**src/rtl/beep_note_pkg.sv**
```systemverilog
// -----------------------------------------------------------------------------
// beep_note_pkg
// Shared definitions for the buzzer scale generator and its receive-side
// note detector.
//   * 3-bit note codes (0 = none, 1..7 = Do..Xi)
//   * nominal half-period counts of each note at 50 MHz
//   * classification window bounds (midpoints between nominal periods)
//   * detector FSM state type
//   * classifyPeriod(): maps a measured period onto a note code
// -----------------------------------------------------------------------------
package beep_note_pkg;

  // Note codes, identical to the generator's encoding
  localparam logic [2:0] NOTE_IDLE = 3'd0;
  localparam logic [2:0] NOTE_DO   = 3'd1;
  localparam logic [2:0] NOTE_RI   = 3'd2;
  localparam logic [2:0] NOTE_MI   = 3'd3;
  localparam logic [2:0] NOTE_FA   = 3'd4;
  localparam logic [2:0] NOTE_SO   = 3'd5;
  localparam logic [2:0] NOTE_LA   = 3'd6;
  localparam logic [2:0] NOTE_XI   = 3'd7;

  // Nominal half-period counts; a full period is twice these values
  localparam logic [31:0] HALF_DO = 32'd95419;
  localparam logic [31:0] HALF_RI = 32'd85034;
  localparam logic [31:0] HALF_MI = 32'd75757;
  localparam logic [31:0] HALF_FA = 32'd71633;
  localparam logic [31:0] HALF_SO = 32'd63775;
  localparam logic [31:0] HALF_LA = 32'd56818;
  localparam logic [31:0] HALF_XI = 32'd50607;

  // The midpoint between two neighbouring full periods (2*Ha + 2*Hb)/2 is
  // simply Ha + Hb. The two outer bounds have no neighbour in the scale and
  // are fixed values.
  localparam logic [31:0] WIN_DO_HI = 32'd201223;
  localparam logic [31:0] WIN_DO_LO = HALF_DO + HALF_RI;
  localparam logic [31:0] WIN_RI_LO = HALF_RI + HALF_MI;
  localparam logic [31:0] WIN_MI_LO = HALF_MI + HALF_FA;
  localparam logic [31:0] WIN_FA_LO = HALF_FA + HALF_SO;
  localparam logic [31:0] WIN_SO_LO = HALF_SO + HALF_LA;
  localparam logic [31:0] WIN_LA_LO = HALF_LA + HALF_XI;
  localparam logic [31:0] WIN_XI_LO = 32'd95003;

  // Detector FSM: IDLE has no reference edge yet, MEAS is timing a period
  typedef enum logic {
    ST_IDLE = 1'b0,
    ST_MEAS = 1'b1
  } detState_t;

  // Windows are inclusive low / exclusive high. 'shift' divides every bound
  // by a power of two so the same table serves a prescaled sample clock;
  // shift = 0 gives the 50 MHz windows.
  function automatic logic [2:0] classifyPeriod(input logic [31:0] per,
                                                input int unsigned shift);
    logic [2:0] cls;
    cls = NOTE_IDLE;
    if (per >= (WIN_DO_HI >> shift))      cls = NOTE_IDLE;
    else if (per >= (WIN_DO_LO >> shift)) cls = NOTE_DO;
    else if (per >= (WIN_RI_LO >> shift)) cls = NOTE_RI;
    else if (per >= (WIN_MI_LO >> shift)) cls = NOTE_MI;
    else if (per >= (WIN_FA_LO >> shift)) cls = NOTE_FA;
    else if (per >= (WIN_SO_LO >> shift)) cls = NOTE_SO;
    else if (per >= (WIN_LA_LO >> shift)) cls = NOTE_LA;
    else if (per >= (WIN_XI_LO >> shift)) cls = NOTE_XI;
    return cls;
  endfunction

endpackage

```
**src/rtl/tone_sync_edge.sv**
```systemverilog
// -----------------------------------------------------------------------------
// tone_sync_edge
// Brings the asynchronous tone input into the clk domain through a 2-flop
// synchronizer and produces a registered one-cycle pulse on each rising edge.
// The pulse appears 3 clk after the tone edge.
// Ports:
//   clk     system clock
//   rst     asynchronous active-low reset
//   tone_i  asynchronous square-wave input
//   rise_o  one-cycle rising-edge pulse
// -----------------------------------------------------------------------------
module tone_sync_edge (
  input  logic clk,
  input  logic rst,
  input  logic tone_i,
  output logic rise_o
);

  logic sync1_q;
  logic sync2_q;
  logic prev_q;
  logic rise_q;
  logic rise_d;

  assign rise_d = sync2_q & ~prev_q;

  // Synchronizer chain, previous-value flop and registered edge pulse
  always_ff @(posedge clk or negedge rst) begin
    if (!rst) begin
      sync1_q <= 1'b0;
      sync2_q <= 1'b0;
      prev_q  <= 1'b0;
      rise_q  <= 1'b0;
    end else begin
      sync1_q <= tone_i;
      sync2_q <= sync1_q;
      prev_q  <= sync2_q;
      rise_q  <= rise_d;
    end
  end

  assign rise_o = rise_q;

endmodule

```
**src/rtl/tone_note_detect.sv**
```systemverilog
// -----------------------------------------------------------------------------
// tone_note_detect
// Measures the period of an asynchronous square-wave tone in clk cycles,
// classifies it as one of the seven scale notes and reports the note once
// STABLE_CNT consecutive periods agree. The note is dropped when no rising
// edge arrives for TIMEOUT cycles or when an out-of-window period is seen.
// Ports:
//   clk          system clock (50 MHz)
//   rst          asynchronous active-low reset
//   tone_in      asynchronous square-wave tone
//   note         detected note, 0 = none, 1..7 = Do..Xi
//   note_valid   high while note is non-zero and locked
//   note_strobe  one-cycle pulse on every change of note (including to 0)
//   period       last measured period in cycles
// Parameters:
//   STABLE_CNT   consecutive same-class periods needed to lock (1..7)
//   TIMEOUT      edge-free cycles before the note is dropped
//   CNT_W        period counter width
//   WIN_SHIFT    right shift applied to the class windows (0 at 50 MHz)
// -----------------------------------------------------------------------------
module tone_note_detect
  import beep_note_pkg::*;
#(
  parameter int unsigned STABLE_CNT = 2,
  parameter int unsigned TIMEOUT    = 250000,
  parameter int unsigned CNT_W      = 18,
  parameter int unsigned WIN_SHIFT  = 0
) (
  input  logic             clk,
  input  logic             rst,
  input  logic             tone_in,
  output logic [2:0]       note,
  output logic             note_valid,
  output logic             note_strobe,
  output logic [CNT_W-1:0] period
);

  localparam logic [CNT_W-1:0] TIMEOUT_C = CNT_W'(TIMEOUT);
  localparam logic [2:0]       STABLE_C  = 3'(STABLE_CNT);

  logic             rise;
  logic             timeout;
  logic             sameClass;
  logic [CNT_W-1:0] measPeriod;
  logic [2:0]       measClass;

  detState_t        state_q,     state_d;
  logic [CNT_W-1:0] perCnt_q,    perCnt_d;
  logic [2:0]       stable_q,    stable_d;
  logic [2:0]       prevClass_q, prevClass_d;
  logic [2:0]       note_q,      note_d;
  logic             valid_q,     valid_d;
  logic             strobe_q,    strobe_d;
  logic [CNT_W-1:0] period_q,    period_d;

  tone_sync_edge uSyncEdge (
    .clk    (clk),
    .rst    (rst),
    .tone_i (tone_in),
    .rise_o (rise)
  );

  // The counter was cleared in the previous rise cycle, so the cycles since
  // that rise are one more than its current value.
  assign measPeriod = perCnt_q + CNT_W'(1);
  assign measClass  = classifyPeriod(32'(measPeriod), WIN_SHIFT);
  assign sameClass  = (measClass == prevClass_q) && (measClass != NOTE_IDLE);
  assign timeout    = (state_q == ST_MEAS) && (perCnt_q == TIMEOUT_C);

  // Next-state logic. A rise coinciding with a timeout is handled as the
  // timeout first, then the rise re-arms the measurement without latching.
  always_comb begin
    state_d     = state_q;
    perCnt_d    = perCnt_q;
    stable_d    = stable_q;
    prevClass_d = prevClass_q;
    note_d      = note_q;
    valid_d     = valid_q;
    strobe_d    = 1'b0;
    period_d    = period_q;

    if (rise) begin
      perCnt_d = '0;
    end else if (perCnt_q != TIMEOUT_C) begin
      perCnt_d = perCnt_q + CNT_W'(1);
    end

    if (timeout) begin
      state_d     = rise ? ST_MEAS : ST_IDLE;
      stable_d    = 3'd0;
      prevClass_d = NOTE_IDLE;
      if (note_q != NOTE_IDLE) begin
        note_d   = NOTE_IDLE;
        valid_d  = 1'b0;
        strobe_d = 1'b1;
      end
    end else if (rise) begin
      if (state_q == ST_IDLE) begin
        state_d = ST_MEAS;
      end else begin
        period_d    = measPeriod;
        prevClass_d = measClass;
        if (sameClass) begin
          stable_d = (stable_q < STABLE_C) ? stable_q + 3'd1 : stable_q;
        end else begin
          stable_d = (measClass != NOTE_IDLE) ? 3'd1 : 3'd0;
        end

        if (measClass == NOTE_IDLE) begin
          if (note_q != NOTE_IDLE) begin
            note_d   = NOTE_IDLE;
            valid_d  = 1'b0;
            strobe_d = 1'b1;
          end
        end else if ((stable_d == STABLE_C) && (measClass != note_q)) begin
          note_d   = measClass;
          valid_d  = 1'b1;
          strobe_d = 1'b1;
        end
      end
    end
  end

  // State and output registers
  always_ff @(posedge clk or negedge rst) begin
    if (!rst) begin
      state_q     <= ST_IDLE;
      perCnt_q    <= '0;
      stable_q    <= 3'd0;
      prevClass_q <= NOTE_IDLE;
      note_q      <= NOTE_IDLE;
      valid_q     <= 1'b0;
      strobe_q    <= 1'b0;
      period_q    <= '0;
    end else begin
      state_q     <= state_d;
      perCnt_q    <= perCnt_d;
      stable_q    <= stable_d;
      prevClass_q <= prevClass_d;
      note_q      <= note_d;
      valid_q     <= valid_d;
      strobe_q    <= strobe_d;
      period_q    <= period_d;
    end
  end

  assign note        = note_q;
  assign note_valid  = valid_q;
  assign note_strobe = strobe_q;
  assign period      = period_q;

endmodule

```
**config.mk**
```make
export PLATFORM = sky130hd
export DESIGN_NAME = tone_note_detect
export DESIGN_NICKNAME = d
export VERILOG_FILES = /design/src/rtl/beep_note_pkg.sv /design/src/rtl/tone_sync_edge.sv /design/src/rtl/tone_note_detect.sv
export SDC_FILE = /design/constraint.sdc
export NUM_CORES = 1
export LEC_CHECK = 0
export BUFFER_PORTS_ARGS = -buffer_cell sky130_fd_sc_hd__buf_2
export CELL_PAD_IN_SITES_DETAIL_PLACEMENT = 0
export CELL_PAD_IN_SITES_GLOBAL_PLACEMENT = 2
export CORE_MARGIN = 3
export CORE_UTILIZATION = 41
export DETAILED_ROUTE_END_ITERATION = 7
export GPL_TIMING_DRIVEN = 0
export HOLD_SLACK_MARGIN = 0.06
export PLACE_DENSITY = 0.91
export SLEW_MARGIN = 20
export SYNTH_ARGS = -nofsm -noshare
export SYNTH_HDL_FRONTEND = slang
export SYNTH_SLANG_ARGS = --single-unit
```
**constraint.sdc**
```tcl
create_clock -name clk -period 7.38 [get_ports clk]
set_clock_uncertainty 0.05 [all_clocks]
set_input_delay 1.107 -clock clk [delete_from_list [all_inputs] [get_ports clk]]
set_output_delay 1.107 -clock clk [all_outputs]
set_load 0.02 [all_outputs]
```
==> metrics.txt <==
share of the synthesized area in the top cell type=0.343; DRT Wirelength=10800 um; Die Width=102 um; Rel. slew slack=0.433; core box area=8850 um2; post-synth top area cell=dfrtp_1; Fmax=235 MHz; Final Hold Fails=0; Chip Height=102 um; Port Buffers=25; Initial Util=0.428; Num CTS Buffers=5; Hold-fix buffers, CTS=0; Num Clock Sinks=52; DRC=0; Synth cell types=79; GR peak layer=met1; synth cell count leaders=dfrtp_1, nand2_1, nor2_1, o21ai_0, inv_1; die footprint=10400 um2; H-tree depth=2; RSZ-0062 raised after global routing=false; critical setup path kind=reg -> reg; first-pass GRT wire length=17700 um; Layout Nets=479; top cells by area, synth=dfrtp_1, nand2_1, xnor2_1, o21ai_0, nor2_1; Reg power frac=0.461; Final Max Slew Viols=0; critical path endpoint category=register; initial antenna violation count=0; HP Class=reg -> reg; drt first pass iters=5; shortest period the worst path allows=4.25 ns; CP max FO=10; CP required=7.52 ns; LEAKAGE=1.72 nW; final worst-path cycle share=0.575; ANT cells=0; Post-Syn Area=3790 um2; Tot GR Track Use=0.215; grt ovf=0; Worst EP arrival=4.39 ns; MaxCap Viol Count=0; number of synthesized flops with an enable pin=0; setup ws final=3.13 ns; Area Overhead vs Synth=9.77%; Via density=6.10; wire per inst=18.7 um; total negative setup slack=0 ns; met3 usage=0.0150; pin count of the biggest net entering global routing=53; outcome=complete, no violations; total number of vias=3540; pwr/cell area=163 nW/um2; switching power=0.219 mW; Final Setup Violations=0; most common cell in the synthesized netlist=dfrtp_1; post-synthesis sequential area ratio=0.343; post-route ant nets=0; Row Count=34; number of synthesized register bits=52; clock power share=0.280; maximum clock path buffer count=2; I/O pin cnt=26; violation count after the first detailed-routing iteration=267; met2 Use GR=0.319; Internal=0.459 mW; met1 global-route usage=0.342; Post-synth ARST share=1.00; Root Driver=clkbuf_8; # Post-CTS Setup Buffers=0; Yosys warnings=0; Most used DFF post-synth=dfrtp_1; HPWL Detailed=8310 um; Mean Syn Cell Area=8.63 um2; Clk Latency, worst-skew pair=0.30 ns; Sw Ratio=0.323; Startpoint Class=register; share of post-route cells with drive strength above 1=0.176; pre-CTS WS=3.26 ns; combinational power share=0.258; number of global-route vias before repair=3353; CTS clock-pin slew for the worst setup and hold paths=0.09 ns; TritonCTS clock tree=built; measured slew at the worst slew-check pin=0.839 ns; placed inst area=4050 um2; Placer Congestion=0.933; VDD IR max=0.169 mV; Post-CTS Resized=0; fin area=4160 um2; Cells after Synth=439; Synth Net Count=447
cells in the final DEF, fill, tap and decap left out, types with 8 or more instances in the layout:
cell type   n
a21oi_1    17
a31oi_1     9
buf_2      41
clkbuf_1   13
dfrtp_1    52
inv_1      22
nand2_1    46
nand3_1    10
nand4_1     9
nor2_1     32
nor3_1     11
nor4_1      8
o21ai_0    27
xnor2_1    17
routing by layer:
| metal | wire, um | share of wire |
|---|---|---|
| met5 | 0 | 0 |
| met4 | 116 | 0.011 |
| met3 | 547 | 0.051 |
| met2 | 4670 | 0.43 |
| met1 | 5490 | 0.51 |
state kept, by name (all words and copies together) (netlist names), 3 cells and up:
| signal | flops |
|---|---|
| note | 3 |
| perCnt_q | 18 |
| period | 18 |
| stable_q | 3 |
| prevClass_q | 3 |
kinds of logic (layout without fill, tap and decap cells):
| logic type | count (synthesis) | count (layout) | share of synthesized area |
|---|---|---|---|
| AND/OR/NAND/NOR | 172 | 172 | 0.258 |
| flip-flops | 52 | 52 | 0.343 |
| buffers and inverters | 55 | 88 | 0.0637 |
| XOR/XNOR | 22 | 22 | 0.0528 |
| adder cells (fa/ha/maj) | 5 | 5 | 0.0165 |
| multiplexers | 6 | 6 | 0.0175 |
| AO/OA/AOI/OAI | 127 | 127 | 0.248 |
worst max-delay path: stages (launching register included):
cell	delay [ns]
dfrtp_1	0.41
ha_1	0.29
nand3_2	0.27
clkbuf_1	0.42
nor3_1	0.08
o311ai_0	0.72
a311oi_2	0.28
a21oi_2	0.37
and3_1	0.26
a21boi_0	0.28
a311oi_1	0.10
a31oi_2	0.29
mux2_4	0.33
path summary, 6_finish.rpt:
check,depth (start not counted),start,slack (ns),to
hold reg to reg,0,uSyncEdge.sync1_q,0.31,uSyncEdge.sync2_q
setup reg to reg,12,perCnt_q[0],3.13,note[2]
hold / removal,0,uSyncEdge.sync1_q,0.31,uSyncEdge.sync2_q
min in group asynchronous,1,rst,0.76,note[1]
max in group asynchronous,1,rst,6.07,prevClass_q[0]
setup / recovery,12,perCnt_q[0],3.13,note[2]
power by group through the flow:
stage | clock network, mW | logic (mW) | registers, mW
final | 0.190 | 0.175 | 0.313
after global routing | 0.205 | 0.189 | 0.315
after CTS | 0.196 | 0.173 | 0.313
after detailed placement | 0 | 0.172 | 0.319
after global placement | 0 | 0.171 | 0.317
after floorplan | 0 | 0.107 | 0.329
stage by stage:
step           instances  utilization  total power [mW]  hold slack [ns]
2_1_floorplan        439            -             0.436            0.281
3_3_place_gp         572        0.458             0.488            0.285
3_5_place_dp         572        0.458             0.491            0.294
4_1_cts              580        0.470             0.682            0.314
5_1_grt              580        0.470             0.710            0.337
6_report             580        0.470             0.677            0.311
final cells by class:
type / instances / area (um2)
Sequential cell: 52 / 1300
Buffer: 33 / 159
Tap cell: 108 / 135
Clock inverter: 2 / 35.0
Multi-Input combinational cell: 332 / 2250
Timing Repair Buffer: 25 / 128
Inverter: 22 / 82.6
Fill cell: 906 / 4690
Clock buffer: 6 / 72.6
Power figures use the tool's default switching activity.
